`config.mk`:
```
export PLATFORM = sky130hd
export DESIGN_NAME = dcache_ctrl
export DESIGN_NICKNAME = d
export VERILOG_FILES = /design/src/rtl/dcache_ctrl.sv
export SDC_FILE = /design/constraint.sdc
export NUM_CORES = 1
export LEC_CHECK = 0
export ABC_AREA = 1
export BUFFER_PORTS_ARGS = -buffer_cell sky130_fd_sc_hd__buf_2
export CORE_MARGIN = 2
export CORE_UTILIZATION = 30
export CTS_CLUSTER_DIAMETER = 120
export CTS_CLUSTER_SIZE = 16
export DETAILED_ROUTE_END_ITERATION = 16
export MAX_ROUTING_LAYER = met4
export PLACE_DENSITY_LB_ADDON = 0.2
export SYNTH_ARGS = -nofsm -noshare
export SYNTH_HDL_FRONTEND = slang
export SYNTH_SLANG_ARGS = --single-unit
```
`constraint.sdc`:
```
create_clock -name CLK -period 3.96 [get_ports CLK]
set_clock_uncertainty 0.2 [all_clocks]
set_input_delay 0.99 -clock CLK [delete_from_list [all_inputs] [get_ports CLK]]
set_output_delay 0.99 -clock CLK [all_outputs]
set_load 0.01 [all_outputs]
```
`src/rtl/dcache_ctrl.sv`:
```
// rtl/dcache_ctrl.sv - direct-mapped write-back data cache controller
module dcache_ctrl #(
  parameter int NUM_BLOCKS  = 8,
  parameter int BLOCK_BYTES = 4,
  parameter int TAG_W       = 3
) (
  input  logic        CLK,
  input  logic        RESET,
  input  logic        READ,
  input  logic        WRITE,
  input  logic [7:0]  ADDRESS,
  input  logic [7:0]  WRITEDATA,
  output logic [7:0]  READDATA,
  output logic        BUSYWAIT,
  output logic        MEM_READ,
  output logic        MEM_WRITE,
  output logic [5:0]  MEM_ADDRESS,
  output logic [31:0] MEM_WRITEDATA,
  input  logic [31:0] MEM_READDATA,
  input  logic        MEM_BUSYWAIT
);

  localparam int IDX_W  = $clog2(NUM_BLOCKS);
  localparam int OFF_W  = $clog2(BLOCK_BYTES);
  localparam int LINE_W = BLOCK_BYTES * 8;

  typedef enum logic [1:0] {
    IDLE      = 2'd0,
    WRITEBACK = 2'd1,
    FETCH     = 2'd2,
    UPDATE    = 2'd3
  } state_t;

  state_t                state;
  logic [LINE_W-1:0]     line_q [NUM_BLOCKS];
  logic [TAG_W-1:0]      tag_q  [NUM_BLOCKS];
  logic [NUM_BLOCKS-1:0] valid_q;
  logic [NUM_BLOCKS-1:0] dirty_q;
  logic [LINE_W-1:0]     fill_q;

  logic [TAG_W-1:0]      tag;
  logic [IDX_W-1:0]      idx;
  logic [OFF_W-1:0]      off;
  logic                  req;
  logic                  hit;
  logic                  victim_dirty;

  // Address split: tag | index | byte offset
  assign tag = ADDRESS[7 -: TAG_W];
  assign idx = ADDRESS[OFF_W +: IDX_W];
  assign off = ADDRESS[OFF_W-1:0];

  // A request with both strobes high is handled as a store
  assign req          = READ | WRITE;
  assign hit          = valid_q[idx] && (tag_q[idx] == tag);
  assign victim_dirty = valid_q[idx] && dirty_q[idx];

  // Stall whenever a miss is being serviced or a new request misses
  assign BUSYWAIT = !RESET && ((state != IDLE) || (req && !hit));

  // Load data comes straight from the array so a hit costs no cycle
  assign READDATA = RESET ? 8'h00 : line_q[idx][{off, 3'b000} +: 8];

  // Miss-handling FSM, store-hit commit and fill of the line arrays
  always_ff @(posedge CLK) begin
    if (RESET) begin
      state         <= IDLE;
      valid_q       <= '0;
      dirty_q       <= '0;
      fill_q        <= '0;
      MEM_READ      <= 1'b0;
      MEM_WRITE     <= 1'b0;
      MEM_ADDRESS   <= '0;
      MEM_WRITEDATA <= '0;
    end else begin
      case (state)
        IDLE: begin
          if (req) begin
            if (hit) begin
              if (WRITE) begin
                line_q[idx][{off, 3'b000} +: 8] <= WRITEDATA;
                dirty_q[idx]                    <= 1'b1;
              end
            end else if (victim_dirty) begin
              state         <= WRITEBACK;
              MEM_WRITE     <= 1'b1;
              MEM_ADDRESS   <= {tag_q[idx], idx};
              MEM_WRITEDATA <= line_q[idx];
            end else begin
              state       <= FETCH;
              MEM_READ    <= 1'b1;
              MEM_ADDRESS <= {tag, idx};
            end
          end
        end

        WRITEBACK: begin
          if (!MEM_BUSYWAIT) begin
            state         <= FETCH;
            MEM_WRITE     <= 1'b0;
            MEM_WRITEDATA <= '0;
            MEM_READ      <= 1'b1;
            MEM_ADDRESS   <= {tag, idx};
          end
        end

        FETCH: begin
          if (!MEM_BUSYWAIT) begin
            state       <= UPDATE;
            MEM_READ    <= 1'b0;
            MEM_ADDRESS <= '0;
            fill_q      <= MEM_READDATA;
          end
        end

        UPDATE: begin
          line_q[idx]  <= fill_q;
          tag_q[idx]   <= tag;
          valid_q[idx] <= 1'b1;
          dirty_q[idx] <= 1'b0;
          state        <= IDLE;
        end

        default: state <= IDLE;
      endcase
    end
  end

endmodule

```
==> results.cfg, run 1 <==
[logic_synthesis]
synth_edf_count = 280
synth.distinct_cells = 36
synth-simple-area-share_pct = 19.1
synth_compound_area_share_pct = 10.1
synth-xor-area-share_pct = 0
synth-seq-cells = 370
synth_mux_area_share_pct = 0
ys_seq_area_share_pct = 65.0
syn_area_mm2 = 0.0157
synth_ff_type = edfxtp_1
ys_async_sr_fraction_pct = 0
synthCells = 1561
syn-num-nets = 1623
post_synth.cell_area_avg_um2 = 10.1
synth-adder-area-share_pct = 0.717
yosys_warnings = 0
synth_top_family_by_area = simple AND/OR/NAND/NOR gates

[sta]
worst_slew_pin_slew_ns = 0.963
fin_crit_sh_pct = 99.7
rsz0062_at_grt = true
hold_ws_ns = 0.257
finalCriticalPeriod_ns = 3.95
final_hold_viol_count = 0
fmax_mhz = 253
setup_viol = 0
slew_headroom_pct = 35.8
finalMaxSlewViolations = 0

[placement]
gp_congestion = 0.891
buffer_ports.inserted = 101
hpwl_um = 36700

[worst_hold_path]
hold_end = MEM_WRITE$_SDFFE_PP0P_
hp-start = MEM_WRITE$_SDFFE_PP0P_
hold_path.class = reg -> reg
min_path_cells = 2

[critical_path]
reg2reg_from = state[1]$_SDFFE_PP0P_
critPathLaunchType = input port
worst_ep_arrival_time_ns = 2.76
worstPathRequired_ns = 2.77
rrSetupSlack_ns = 1.24
r2r_end = line_q[7][0]$_DFFE_PP_
critical_path.max_fanout = 9
crit_type = in -> out
endpoint_kind = output port
ff2ff_path_depth = 6

[finish]
mostFrequentLayoutCells = nand2_1 (378), edfxtp_1 (280), buf_4 (188), nor2_1 (174), a21oi_1 (146)
regArea_mm2 = 0.0102
n_antenna_cell = 0
drive_above_1_share_pct = 20.7
area_growth_pct = 22.6
final_common_cell = nand2_1
fin_nets = 1869
utilization_pct = 37.4
multi_input_area_mm2 = 0.00476
n_fill_cell = 5226

[drt]
wl_um = 51400
drtIter0Drc = 1096
num_vias = 12194
viasPerCell = 4.86
wl_per_cell_um = 20.5
drc = 0
drt_pre_antenna_iters = 5
ant_nets = 0

[cts]
clk_pin_slew_worst_paths_ns = 0.07
cts.sinks = 370
worst_skew_pair.late_latency_ns = 0.57
root_buffer = clkbuf_16
cts_buffers = 27
cts_max_level = 1
max-clock-path-buffers = 3
cts_hold_buffers = 0
cts_tree = built

[pwr]
p_per_area_mw_per_mm2 = 446
ir_worst_vdd_mv = 0.302
leakagePower_nw = 7.60
power_w = 0.00859

[floorplan]
rows = 83
ios = 102
dieArea_mm2 = 0.0542
die_w_um = 233
core-area_mm2 = 0.0515
die_h_um = 233
initial_utilization_pct = 30.5

[run_status]
status = finished clean

[global_route]
grt_pass1_wl_um = 75500
grt_max_degree = 62
antenna_found_initial = 2
first_global_vias = 11744
grt.total_usage_pct = 19.4
grt_overflow = 0

[flow_run]
maxCapViolCount = 0
## final cells by class
| cell class | instances | share of cell area (%) |
|---|---|---|
| clock buffers | 48 | 3.92 |
| clock inverters | 1 | 0.0845 |
| inverters | 100 | 2.00 |
| multi-input cells | 1003 | 24.7 |
| flip-flops and latches | 370 | 53.1 |
| well taps | 680 | 4.42 |
| repair buffers | 305 | 11.8 |
## timing repair
action                     CTS  global route
setup endpoints to repair    7             8
pin swaps                    4             4
cloned                       1             0
setup buffers                5             1
resized for setup           17            13
hold endpoints to repair     0             0
## logic make-up (layout without fill, tap and decap cells)
logic type / count (synthesis) / after routing
AO/OA/AOI/OAI: 281 / 281
flip-flops: 370 / 370
AND/OR/NAND/NOR: 713 / 713
adder cells (fa/ha/maj): 9 / 9
buffers and inverters: 188 / 454
## sequential cells by signal (all words and copies together) (netlist names), named ones only
register,count
line_q,256
valid_q,8
MEM_ADDRESS,6
tag_q,24
fill_q,32
MEM_WRITE,1
MEM_WRITEDATA,32
MEM_READ,1
state,2
## worst max-delay path, stage by stage
cell,delay (ns)
buf_8,0.10
inv_2,0.06
nand2_4,0.08
nor2_4,0.06
buf_12,0.16
buf_4,0.14
nand2_1,0.05
nand2_1,0.05
inv_1,0.12
nand2_1,0.18
o311ai_0,0.35
a21oi_1,0.12
buf_4,0.16
buf_2,0.13
## metal layers
layer  part of all wire [%]  GRT usage (%)
met3                    6.6           3.25
met2                     44           29.3
met1                     47           27.1
met5                      0              -
met4                    2.8           5.06
## metrics by stage
stage	worst slack, ns	instance area [um^2]	std cells	TNS (ns)
2_1_floorplan	0.336	15700	1561	0
3_3_place_gp	-0.164	18300	2451	-0.424
3_5_place_dp	-0.165	18300	2451	-0.351
4_1_cts	0.00560	19200	2506	0
5_1_grt	-0.0626	19200	2507	-0.147
6_report	0.0111	19200	2507	0
## synthesized netlist by cell type (22+ instances only)
cell type  number  share of area, %
nand2_1       383               9.2
edfxtp_1      280                54
nor2_1        180               4.3
a21oi_1       147               4.7
inv_1          93               2.2
dfxtp_1        90                11
o21ai_0        74               2.4
nand3_1        72               2.3
nand4_1        51               2.0
clkbuf_1       48               1.1
a22o_1         26               1.5
buf_2          22              0.70
## power breakdown
part | total, W | internal (W) | leakage (nW) | switching, W
Sequential | 0.00444 | 0.00436 | 3.31 | 0.0000816
Combinational | 0.00151 | 0.000504 | 3.92 | 0.00101
Clock | 0.00263 | 0.00129 | 0.365 | 0.00134
## worst max path at each step
stage	endpoint	slack, ns	startpoint	depth (start not counted)
after global placement	READDATA[4]	-0.16	ADDRESS[4]	14
after floorplan	READDATA[5]	0.34	ADDRESS[2]	9
after global routing	READDATA[4]	-0.06	ADDRESS[4]	14
final	READDATA[3]	0.01	ADDRESS[3]	14
after CTS	READDATA[4]	0.006	ADDRESS[3]	14
after detailed placement	READDATA[4]	-0.16	ADDRESS[4]	14
Power figures use the tool's default switching activity.
==> inputs of run 2 (changes only) <==
--- a/config.mk
+++ b/config.mk
@@ -5,7 +5,6 @@
 export SDC_FILE = /design/constraint.sdc
 export NUM_CORES = 1
 export LEC_CHECK = 0
-export ABC_AREA = 1
 export BUFFER_PORTS_ARGS = -buffer_cell sky130_fd_sc_hd__buf_2
 export CORE_MARGIN = 2
 export CORE_UTILIZATION = 30
==> constraint.sdc (replaced) <==
create_clock -name CLK -period 4.72 [get_ports CLK]
set_clock_uncertainty 0.2 [all_clocks]
set_input_delay 1.18 -clock CLK [delete_from_list [all_inputs] [get_ports CLK]]
set_output_delay 1.18 -clock CLK [all_outputs]
set_load 0.01 [all_outputs]
==> results.cfg, run 2 <==
[run_status]
status = finished clean

[cts]
worst_skew_pair.late_latency_ns = 0.58
max-clock-path-buffers = 3
root_buffer = clkbuf_16
cts_max_level = 1
clk_pin_slew_worst_paths_ns = 0.07
cts_hold_buffers = 0
cts_tree = built
cts_buffers = 27
cts.sinks = 370

[flow_run]
maxCapViolCount = 0

[pwr]
swShare_pct = 28.1
p_per_area_mw_per_mm2 = 408
leakagePower_nw = 6.28
p_comb_share_pct = 18.6
ir_worst_vdd_mv = 0.248
netSwitchingPower_w = 0.00207
clkPwrFrac_pct = 30.4
pwr-share-seq_pct = 51.1
p_int_w = 0.00529

[sta]
finalCriticalPeriod_ns = 4.67
rsz0062_at_grt = true
fin_crit_sh_pct = 98.9
worst_slew_pin_slew_ns = 0.947
finalMaxSlewViolations = 0
worst_slack_ns = 0.0518
setup_viol = 0
slew_headroom_pct = 36.6
fin_setup_tns_ns = 0
final_hold_viol_count = 0
fmax_mhz = 214

[logic_synthesis]
synthCells = 1113
post_synth.cell_area_avg_um2 = 13.6
synth_ff_type = edfxtp_1
synth_mux_area_share_pct = 9.20
synth_top_area_share_pct = 55.6
synth_top_family_by_area = compound AO/OA/AOI/OAI gates
synth_compound_area_share_pct = 10.9
synth-seq-cells = 370
syn-num-nets = 1175
synth-xor-area-share_pct = 0
synth_top_cell_by_area = edfxtp_1
synth_edf_count = 280
yosys_warnings = 0
synth-adder-area-share_pct = 0.744
ys_async_sr_fraction_pct = 0
synth.distinct_cells = 48
synthTopCellsByArea = edfxtp_1 (56%), dfxtp_1 (12%), mux4_2 (4.5%), mux2i_1 (3.2%), nand2_1 (3.1%)
yosys-top-cells-count = edfxtp_1 (280), nand2_1 (125), a21oi_1 (90), dfxtp_1 (90), nor2_1 (89)
synth-simple-area-share_pct = 8.82
ys_seq_area_share_pct = 67.5
synth_most_common_cell = edfxtp_1
syn_area_mm2 = 0.0151

[placement]
buffer_ports.inserted = 101
hpwl_um = 33100
gp_congestion = 0.813
post-place-ws_ns = -0.0319
dpl_cell_area_mm2 = 0.0172

[critical_path]
crit_slowest_cell = mux4_2
cpMostUsedCell = buf_2
crit_family = compound AO/OA/AOI/OAI gates
worst_ep_arrival_time_ns = 3.29
critPathLaunchType = input port
slowest_delay_ns = 0.53
endpoint_kind = output port
cp_cell_sequence = buf_2, buf_4, and2_1, a22oi_1, nor2_1, a311o_1, mux4_2, nor2b_1, buf_2
critical_path.max_fanout = 8
crit_type = in -> out
worstPathRequired_ns = 3.34
rrSetupSlack_ns = 1.52
path_buf_inv = 3

[global_route]
met2_usage_pct = 25.9
antenna_found_initial = 0
met1_usage_pct = 25.8
grt_max_degree = 55
grt_use_met3_pct = 3.53
grt.total_usage_pct = 17.8
grt_pass1_wl_um = 67000
grt_overflow = 0
first_global_vias = 9842
globalRoute.busiestLayer = met2

[finish]
final_common_cell = edfxtp_1
largest_reg_flops = 256
fin_nets = 1362
area_growth_pct = 19.2
regArea_mm2 = 0.0102
top_register = line_q
drive_above_1_share_pct = 25.5
multi_input_area_mm2 = 0.00455
n_fill_cell = 4904
top_regs = line_q: 256 flops, MEM_WRITEDATA: 32 flops, fill_q: 32 flops
postLayoutCellArea_mm2 = 0.0180
mostFrequentLayoutCells = edfxtp_1 (280), buf_4 (134), nand2_1 (125), buf_2 (98), dfxtp_1 (90)
n_antenna_cell = 0

[drt]
viasPerCell = 5.01
ant_nets = 0
wl_um = 45200
wl_per_cell_um = 22.7
num_vias = 9977
drc = 0
drtIter0Drc = 986
drt_pre_antenna_iters = 5

[floorplan]
ios = 102
die_h_um = 229
dieArea_mm2 = 0.0522
initial_utilization_pct = 30.3
rows = 82
core-area_mm2 = 0.0500
die_w_um = 229

[worst_hold_path]
hold_path.class = reg -> reg
[run 2: cell count changes after synthesis, sizes merged, moves of 12 or more]
cell and delta:
nand2 -264, nand4 -52, a22o +12, nor2 -102
or3 +30, a221oi +28, mux2i +48, a21oi -57
o21ai -70, nand3 -68, mux4 +30, mux2 +21
inv -74, a22oi +12
[run 2: what timing repair did]
item                                    CTS  global route
buffers inserted                          0             0
endpoints found under the setup margin    1             7
pin swaps                                 0             0
gates resized for setup                   1            12
[run 2: routing by layer]
| layer | up-vias | routed length [um] |
|---|---|---|
| met5 | - | 0 |
| met2 | 335 | 19600 |
| li1 | 4597 | - |
| met3 | 55 | 2870 |
| met4 | 0 | 851 |
| met1 | 4990 | 21900 |
[run 2: worst paths after layout]
kind,from,cells past startpoint,to
setup / recovery,ADDRESS[3],9,READDATA[3]
setup reg to reg,tag_q[0][1]$_DFFE_PP_,8,line_q[4][26]$_DFFE_PP_
hold / removal,MEM_WRITEDATA[17]$_SDFFE_PP0P_,2,MEM_WRITEDATA[17]$_SDFFE_PP0P_
hold reg to reg,MEM_WRITEDATA[17]$_SDFFE_PP0P_,2,MEM_WRITEDATA[17]$_SDFFE_PP0P_
[run 2: tightest hold or removal path, cell delays in order, from the launching register on]
cell and delay, ns:
dfxtp_1 0.31, nand2_1 0.05, a21oi_1 0.05
[run 2: stage by stage]
| step | std cells | hold slack [ns] | power, W | util, % |
|---|---|---|---|---|
| after floorplan | 1113 | 0.237 | 0.00463 | - |
| after global placement | 1943 | 0.239 | 0.00519 | 34.4 |
| after detailed placement | 1943 | 0.243 | 0.00520 | 34.4 |
| after CTS | 1993 | 0.252 | 0.00742 | 36.0 |
| after global routing | 1993 | 0.259 | 0.00768 | 36.1 |
| final | 1993 | 0.249 | 0.00735 | 36.1 |
[run 2: final cells by class]
type | instances | share of cell area (%)
multi-input combinational | 640 | 25.2
inverter | 25 | 0.520
sequential | 370 | 56.6
clock inverter | 2 | 0.139
tap | 672 | 4.66
timing repair buffer | 236 | 8.67
clock buffer | 48 | 4.18
[run 2: cell families after synthesis]
family                   Yosys count
AND/OR/NAND/NOR                  294
AO/OA/AOI/OAI                    238
multiplexers                      99
adder cells (fa/ha/maj)            9
buffers and inverters            103
flip-flops                       370
[run 2: power groups by stage]
stage / sequential (W) / clock (W) / combinational (W)
2_1_floorplan: 0.00387 / 0 / 0.000759
3_3_place_gp: 0.00383 / 0 / 0.00137
3_5_place_dp: 0.00383 / 0 / 0.00136
4_1_cts: 0.00376 / 0.00229 / 0.00137
5_1_grt: 0.00378 / 0.00240 / 0.00149
6_report: 0.00375 / 0.00223 / 0.00137
==> inputs of run 3 (changes only) <==
==> constraint.sdc (replaced) <==
create_clock -name CLK -period 4.72 [get_ports CLK]
set_clock_uncertainty 0.2 [all_clocks]
set_input_delay 0.472 -clock CLK [delete_from_list [all_inputs] [get_ports CLK]]
set_output_delay 0.472 -clock CLK [all_outputs]
set_load 0.01 [all_outputs]
==> results.cfg, run 3 (same netlist as run 2, synthesis figures left out) <==
[pwr]
clkPwrFrac_pct = 30.5
ir_worst_vdd_mv = 0.268
swShare_pct = 28.3
p_comb_share_pct = 18.0
p_per_area_mw_per_mm2 = 413
netSwitchingPower_w = 0.00207
leakagePower_nw = 6.01
p_int_w = 0.00524
pwr-share-seq_pct = 51.5
power_w = 0.00730

[finish]
drive_above_1_share_pct = 19.6
n_antenna_cell = 0
final_cell_count_no_fill = 1950
final_common_cell = edfxtp_1
n_fill_cell = 4955
largest_reg_flops = 256
fin_nets = 1319
mostFrequentLayoutCells = edfxtp_1 (280), nand2_1 (125), buf_2 (99), dfxtp_1 (90), a21oi_1 (90)
top_regs = line_q: 256 flops, MEM_WRITEDATA: 32 flops, fill_q: 32 flops
area_growth_pct = 17.0
top_register = line_q

[cts]
worst_skew_pair.late_latency_ns = 0.57
root_buffer = clkbuf_16
cts.sinks = 370
cts_tree = built
cts_buffers = 27
clk_pin_slew_worst_paths_ns = 0.08
cts_resized = 0
max-clock-path-buffers = 3
cts_max_level = 1

[placement]
buffer_ports.inserted = 101
place_inst = 1868
hpwl_um = 33800
gp_congestion = 0.840

[critical_path]
worst_ep_arrival_time_ns = 3.25
critPathLaunchType = input port
critical_path.max_fanout = 34
path_buf_inv = 3
cp_cell_sequence = buf_4, buf_4, nor2_1, a221oi_1, nor2_1, a221oi_1, mux4_2, nor2_1, buf_2
crit_slowest_cell = a221oi_1
crit_type = in -> out
cpMostUsedCell = nor2_1
slowest_delay_ns = 0.79
endpoint_kind = output port
worstPathRequired_ns = 4.05
crit_family = compound AO/OA/AOI/OAI gates

[drt]
drc = 0
ant_nets = 0
drtIter0Drc = 968
num_vias = 9947
wl_um = 46800
viasPerCell = 5.10
drt_pre_antenna_iters = 5
wl_per_cell_um = 24.0

[global_route]
grt.total_usage_pct = 18.1
globalRoute.busiestLayer = met2
grt_pass1_wl_um = 67600
antenna_found_initial = 0
grt_use_met3_pct = 3.80
met2_usage_pct = 26.5
grt_overflow = 0
grt_max_degree = 67
first_global_vias = 9736
met1_usage_pct = 25.9

[sta]
slew_headroom_pct = 33.3
finalCriticalPeriod_ns = 3.92
worst_slew_pin_slew_ns = 1.00
final_hold_viol_count = 0
finalMaxSlewViolations = 0
fin_crit_sh_pct = 83.1
rsz0062_at_grt = false
setup_viol = 0
fin_setup_tns_ns = 0
fmax_mhz = 255

[worst_hold_path]
hold_path.class = in -> reg

[floorplan]
die_h_um = 229
dieArea_mm2 = 0.0522
initial_utilization_pct = 30.3
die_w_um = 229
ios = 102
core-area_mm2 = 0.0500
rows = 82

[run_status]
status = finished clean

[flow_run]
maxCapViolCount = 0
[run 3: changes by cell type in the layout (fill, tap and decap cells not counted), sizes merged]
cell / change
clkbuf: -1
dlygate4sd3: +32
buf: -74
[run 3: power by group through the flow]
stage	logic [W]	registers [W]	clock network (W)
after floorplan	0.000759	0.00387	0
after CTS	0.00131	0.00377	0.00229
final	0.00131	0.00376	0.00223
after global routing	0.00143	0.00379	0.00240
after detailed placement	0.00129	0.00384	0
after global placement	0.00129	0.00384	0
[run 3: timing repair]
| action | 4_1_cts | 5_1_grt |
|---|---|---|
| hold endpoints to repair | 32 | 0 |
| setup buffers | 0 | 0 |
| hold buffers | 32 | 0 |
[run 3: path summary, 6_finish.rpt]
check | start | end | slack, ns | cells after the start
max | ADDRESS[2] | READDATA[6] | 0.80 | 9
min | ADDRESS[6] | tag_q[0][1]$_DFFE_PP_ | 0.06 | 1
max reg2reg | tag_q[1][1]$_DFFE_PP_ | line_q[4][20]$_DFFE_PP_ | 1.46 | 7
min reg2reg | MEM_WRITEDATA[18]$_SDFFE_PP0P_ | MEM_WRITEDATA[18]$_SDFFE_PP0P_ | 0.25 | 2
[run 3: final cells by class]
| cell class | count | area, um^2 | share of cell area (%) |
|---|---|---|---|
| clock buffer | 48 | 754 | 4.26 |
| timing repair buffer | 193 | 1280 | 7.24 |
| clock inverter | 2 | 25.0 | 0.141 |
| inverter | 25 | 93.8 | 0.530 |
| sequential | 370 | 10200 | 57.7 |
| tap | 672 | 841 | 4.75 |
| multi-input combinational | 640 | 4490 | 25.4 |
[run 3: per-layer routing]
layer  vias to the layer above  wire length, um
li1                       4506                -
met1                      4996            22000
met2                       396            20500
met3                        49             3600
met4                         0              782
met5                         -                0
[run 3: through the flow]
stage	util (%)	worst slack, ns	instance area [um^2]	hold slack (ns)
4_1_cts	35.4	0.788	17700	0.0472
5_1_grt	35.4	0.543	17700	0.0708
2_1_floorplan	-	1.57	15100	0.237
6_report	35.4	0.800	17700	0.0629
3_3_place_gp	33.2	0.717	16600	0.237
3_5_place_dp	33.2	0.738	16600	0.243
